**config.mk**
```make
export PLATFORM = sky130hd
export DESIGN_NAME = mem_arbiter
export DESIGN_NICKNAME = d
export VERILOG_FILES = /design/src/rtl/mem_arbiter.sv
export SDC_FILE = /design/constraint.sdc
export NUM_CORES = 1
export LEC_CHECK = 0
export CAP_MARGIN = 20
export CORE_MARGIN = 1.5
export CORE_UTILIZATION = 40
export DETAILED_ROUTE_END_ITERATION = 6
export HOLD_SLACK_MARGIN = 0.15
export PLACE_DENSITY = 0.89
export SLEW_MARGIN = 10
export SYNTH_ARGS = -nofsm -noshare
export SYNTH_HDL_FRONTEND = slang
export SYNTH_SLANG_ARGS = --single-unit
```
**constraint.sdc**
```tcl
create_clock -name clk -period 3.8 [get_ports clk]
set_clock_uncertainty 0.2 [all_clocks]
set_input_delay 0.95 -clock clk [delete_from_list [all_inputs] [get_ports clk]]
set_output_delay 0.95 -clock clk [all_outputs]
set_load 0.005 [all_outputs]
```
**src/rtl/mem_arbiter.sv**
```systemverilog
// rtl/mem_arbiter.sv - two-port arbiter sequencing one access at a time into a fixed-latency single-port memory.
// Define ARB_FIXED_PRIO_EN for fixed priority (port 0 wins ties); round-robin otherwise.
module mem_arbiter #(
  parameter int AW      = 16,
  parameter int DW      = 16,
  parameter int MEM_LAT = 1
) (
  input  logic          clk,
  input  logic          rst,
  input  logic          req0_in,
  input  logic          we0_in,
  input  logic [AW-1:0] addr0_in,
  input  logic [DW-1:0] wdata0_in,
  output logic          ack0_out,
  input  logic          req1_in,
  input  logic          we1_in,
  input  logic [AW-1:0] addr1_in,
  input  logic [DW-1:0] wdata1_in,
  output logic          ack1_out,
  output logic [DW-1:0] rdata_out,
  output logic          mem_en_out,
  output logic          mem_we_out,
  output logic [AW-1:0] mem_addr_out,
  output logic [DW-1:0] mem_wdata_out,
  input  logic [DW-1:0] mem_rdata_in,
  output logic          busy_out
);

  localparam logic [1:0] S_IDLE  = 2'd0;
  localparam logic [1:0] S_ISSUE = 2'd1;
  localparam logic [1:0] S_WAIT  = 2'd2;
  localparam logic [1:0] S_RESP  = 2'd3;
  localparam logic [2:0] LAT     = 3'(MEM_LAT);

  logic [1:0]    state_q, state_d;
  logic [2:0]    cnt_q, cnt_d;
  logic          gsel_q, gsel_d;
  logic          we_q, we_d;
  logic [AW-1:0] addr_q, addr_d;
  logic [DW-1:0] wdata_q, wdata_d;
  logic [DW-1:0] rdata_q, rdata_d;
  logic          win;

`ifndef ARB_FIXED_PRIO_EN
  // last_q resets to 1 so that port 0 takes the first tie
  logic          last_q, last_d;
`endif

  always_comb begin
`ifdef ARB_FIXED_PRIO_EN
    win = ~req0_in;
`else
    win = (req0_in && req1_in) ? ~last_q : ~req0_in;
`endif
  end

  always_comb begin
    state_d = state_q;
    cnt_d   = cnt_q;
    gsel_d  = gsel_q;
    we_d    = we_q;
    addr_d  = addr_q;
    wdata_d = wdata_q;
    rdata_d = rdata_q;
`ifndef ARB_FIXED_PRIO_EN
    last_d  = last_q;
`endif
    case (state_q)
      S_IDLE: begin
        if (req0_in || req1_in) begin
          state_d = S_ISSUE;
          gsel_d  = win;
          we_d    = win ? we1_in    : we0_in;
          addr_d  = win ? addr1_in  : addr0_in;
          wdata_d = win ? wdata1_in : wdata0_in;
`ifndef ARB_FIXED_PRIO_EN
          last_d  = win;
`endif
        end
      end
      S_ISSUE: begin
        cnt_d   = LAT;
        state_d = S_WAIT;
      end
      S_WAIT: begin
        cnt_d = cnt_q - 3'd1;
        if (cnt_q == 3'd1) begin
          if (!we_q) begin
            rdata_d = mem_rdata_in;
          end
          state_d = S_RESP;
        end
      end
      default: state_d = S_IDLE;
    endcase
  end

  always_ff @(posedge clk) begin
    if (rst) begin
      state_q <= S_IDLE;
      cnt_q   <= '0;
      gsel_q  <= 1'b0;
      we_q    <= 1'b0;
      addr_q  <= '0;
      wdata_q <= '0;
      rdata_q <= '0;
`ifndef ARB_FIXED_PRIO_EN
      last_q  <= 1'b1;
`endif
    end else begin
      state_q <= state_d;
      cnt_q   <= cnt_d;
      gsel_q  <= gsel_d;
      we_q    <= we_d;
      addr_q  <= addr_d;
      wdata_q <= wdata_d;
      rdata_q <= rdata_d;
`ifndef ARB_FIXED_PRIO_EN
      last_q  <= last_d;
`endif
    end
  end

  // Captured operands drive the memory bus directly, so address/data hold between accesses
  assign mem_en_out    = (state_q == S_ISSUE);
  assign mem_we_out    = (state_q == S_ISSUE) && we_q;
  assign mem_addr_out  = addr_q;
  assign mem_wdata_out = wdata_q;
  assign rdata_out     = rdata_q;
  assign ack0_out      = (state_q == S_RESP) && !gsel_q;
  assign ack1_out      = (state_q == S_RESP) && gsel_q;
  assign busy_out      = (state_q != S_IDLE);

endmodule

```
==> flow_metrics.env <==
export IMPL_status="finished, final reports clean"
export IMPL_fin_crit_ns=2.738
export IMPL_wl_per_cell_um=14.98
export IMPL_syn_num_nets=408
export IMPL_fin_util_pct=62.61
export IMPL_setup_viol=0
export IMPL_antenna_diode_count=0
export IMPL_power_switching_mw=0.7907
export IMPL_internal_power_mw=1.482
export IMPL_critPathKind="reg2out"
export IMPL_cts_sinks=56
export IMPL_grt_max_degree=68
export IMPL_stdcell_count=516
export IMPL_power_switching_share_pct=34.79
export IMPL_syn_area_um2=2791
export IMPL_root_buffer="clkbuf_8"
export IMPL_arrival_ns=1.59
export IMPL_ys_ff_latch=56
export IMPL_synth_distinct_cells=31
export IMPL_relSlewSlack_pct=42.53
export IMPL_io_buffers=138
export IMPL_peakVddDrop_v=0.0002600
export IMPL_post_route_drc_count=0
export IMPL_io_pins=139
export IMPL_placed_cells=508
export IMPL_max_cap_violations=0
export IMPL_postCtsHoldBufs=0
export IMPL_clock_fmax_mhz=365.2
export IMPL_synthCells=315
export IMPL_cts_setup_buffers=0
export IMPL_worst_path_max_fanout=4
export IMPL_ant_nets=0
export IMPL_dieArea_um2=7488
export IMPL_worst_setup_path_start_kind="flop"
export IMPL_fin_crit_sh_pct=72.05
export IMPL_tightest_slew_ns=0.8620
export IMPL_critPathRequiredTime_ns=2.65
export IMPL_hold_path_class="reg2reg"
export IMPL_cts_htree_levels=2
export IMPL_timing_final_ws_setup_ns=1.062
export IMPL_grt_total_usage_pct=20.76
export IMPL_num_vias=2764
export IMPL_ys_warn_count=0
export IMPL_endpoint_kind="output port"
export IMPL_rsz0062_at_grt="no"
export IMPL_nets=528
export IMPL_power_total_mw=2.272
export IMPL_antenna_found_initial=0
export IMPL_cts_buffers=5
export IMPL_dp_slack_ns=0.8057
export IMPL_clk_latency_ns=0.31
export IMPL_die_w_um=86.54
export IMPL_avgSynthCellArea_um2=8.862
export IMPL_routabilityCongestion=0.7090
export IMPL_hpwl_um=5605
export IMPL_core_area_um2=6756
export IMPL_drt_wl_total_um=7730
export IMPL_grt_overflow=0
export IMPL_cts_tree="done"
export IMPL_cts_resized=0
export IMPL_syn_to_final_growth_pct=51.55
export IMPL_synth_yosys_seq_area_share_pct=40.16
export IMPL_p_seq_share_pct=36.1
export IMPL_drv_slew=0
export IMPL_die_h_um=86.54
export IMPL_leakagePower_nw=1.477
export IMPL_grt_pass1_wl_um=12470
export IMPL_firstDrtPassIters=5
export IMPL_clock_path_buffers=2
export IMPL_via_per_inst=5.357
export IMPL_pwr_share_clk_pct=17.2
export IMPL_clk_pin_slew_worst_paths_ns=0.10
export IMPL_drive_above_1_share_pct=11.01
export IMPL_fp_row_count=30
export IMPL_grt_pass1_vias=2765
export IMPL_drt_first_iter_violations=53
export IMPL_finalSetupTns_ns=0
export IMPL_start_util_pct=41.31
export IMPL_comb_power_share_pct=46.7
export IMPL_power_density_nw_per_um2=537.2
export IMPL_final_hold_violation_count=0
## per-stage QoR
step | area, um2 | hold WS [ns]
6_report | 4230 | 0.2616
5_1_grt | 4230 | 0.2882
4_1_cts | 4230 | 0.2628
3_5_place_dp | 4119 | 0.2483
3_3_place_gp | 4119 | 0.2413
2_1_floorplan | 2791 | 0.2391
## path summary, 6_finish.rpt
check	start	cells after the start	slack, ns	endpoint
worst max-delay path	state_q[1]	4	1.06	mem_we_out
worst min-delay path	rdata_out[2]	2	0.26	rdata_out[2]
worst max register to register	state_q[0]	5	1.57	mem_wdata_out[7]
worst min register to register	rdata_out[2]	2	0.26	rdata_out[2]
## state kept, by name, indices dropped and copies added, names as in the netlist
name / count
cnt_q: 3
gsel_q: 1
last_q: 1
mem_addr_out: 16
mem_wdata_out: 16
rdata_out: 16
state_q: 2
we_q: 1
## worst max-delay path, cell delays in order, from the launching register on
cell and delay, ns:
dfxtp_1 0.39, inv_1 0.09, ha_1 0.20, and2_1 0.15
clkdlybuf4s50_1 0.45
## metal layers
layer / part of all wire (%) / up-vias / global-route usage [%] / wire length, um
met5: 0 / - / 0 / 0
met4: 1.1 / 0 / 6.158 / 82
met3: 8.8 / 9 / 6.857 / 679
met2: 49 / 104 / 36.65 / 3810
li1: - / 1355 / - / -
met1: 41 / 1296 / 23.81 / 3157
## cells in the mapped netlist
cell | n | area (um2)
buf_4 | 4 | 30.03
mux2i_1 | 1 | 10.01
nor3b_2 | 1 | 12.51
and2_1 | 2 | 12.51
nor2_1 | 38 | 142.6
nor2b_1 | 2 | 12.51
a311oi_1 | 3 | 26.28
a311oi_2 | 30 | 450.4
a21o_1 | 1 | 7.510
ha_1 | 7 | 87.58
o21ai_0 | 26 | 130.1
o21ai_1 | 10 | 50.05
and4bb_1 | 1 | 12.51
buf_1 | 1 | 3.750
nand2_1 | 33 | 123.9
nand3b_1 | 1 | 7.510
mux2_1 | 1 | 11.26
o21a_4 | 1 | 15.01
inv_1 | 7 | 26.28
a21oi_1 | 18 | 90.09
dfxtp_1 | 56 | 1121
buf_2 | 14 | 70.07
nand4bb_1 | 1 | 11.26
and2b_2 | 1 | 8.760
nand3_1 | 35 | 175.2
buf_6 | 6 | 67.56
clkbuf_1 | 6 | 22.52
nand2b_1 | 5 | 31.28
a22oi_1 | 1 | 7.510
nand4b_1 | 1 | 8.760
nor3_1 | 1 | 5.000
## placed cells by master (no fill, tap or decap)
| cell | Yosys | routed |
|---|---|---|
| a22oi_1 | 1 | 1 |
| o21a_4 | 1 | 1 |
| mux2_1 | 1 | 1 |
| nand3_1 | 35 | 35 |
| and2_1 | 2 | 2 |
| nand2_1 | 33 | 33 |
| nor2_1 | 38 | 38 |
| a21oi_1 | 18 | 18 |
| a311oi_1 | 3 | 3 |
| o21ai_0 | 26 | 26 |
| mux2i_1 | 1 | 1 |
| a21o_1 | 1 | 1 |
| clkbuf_8 | 0 | 5 |
| inv_1 | 7 | 7 |
| clkinvlp_4 | 0 | 1 |
| nor3b_2 | 1 | 1 |
| ha_1 | 7 | 7 |
| nor2b_1 | 2 | 2 |
| clkinv_2 | 0 | 1 |
| nand3b_1 | 1 | 1 |
| bufinv_16 | 0 | 1 |
| nor3_1 | 1 | 1 |
| nand4bb_1 | 1 | 1 |
| dfxtp_1 | 56 | 56 |
| clkdlybuf4s50_1 | 0 | 137 |
| o21ai_1 | 10 | 10 |
| and4bb_1 | 1 | 1 |
| nand2b_1 | 5 | 5 |
| buf_2 | 14 | 1 |
| a311oi_2 | 30 | 30 |
| buf_4 | 4 | 6 |
| and2b_2 | 1 | 1 |
| nand4b_1 | 1 | 1 |
## area by class of cell
type                       instances  area (um2)
multi-input combinational        221        1450
clock buffer                       5       68.82
fill                             602        2526
inverter                           7       26.28
timing repair buffer             144        1421
tap                               80       100.1
sequential                        56        1121
clock inverter                     3       42.54
## power by group through the flow
stage | Clock (mW) | Combinational (mW) | Sequential [mW]
floorplan | 0 | 0.656 | 0.832
global placement | 0 | 1.02 | 0.828
detailed placement | 0 | 1.07 | 0.832
CTS | 0.399 | 1.07 | 0.821
global route | 0.423 | 1.18 | 0.839
finish | 0.392 | 1.06 | 0.820
## cells by family (layout without fill, tap and decap cells)
logic type      Yosys count  after routing  share of synthesized area, %
compound gates           90             90                         27.84
fa+ha+maj                 7              7                         3.137
mux                       2              2                        0.7620
buf+inv                  38            159                         7.889
flops                    56             56                         40.16
simple gates            122            122                         20.22
(Power assumes the default switching activity.)
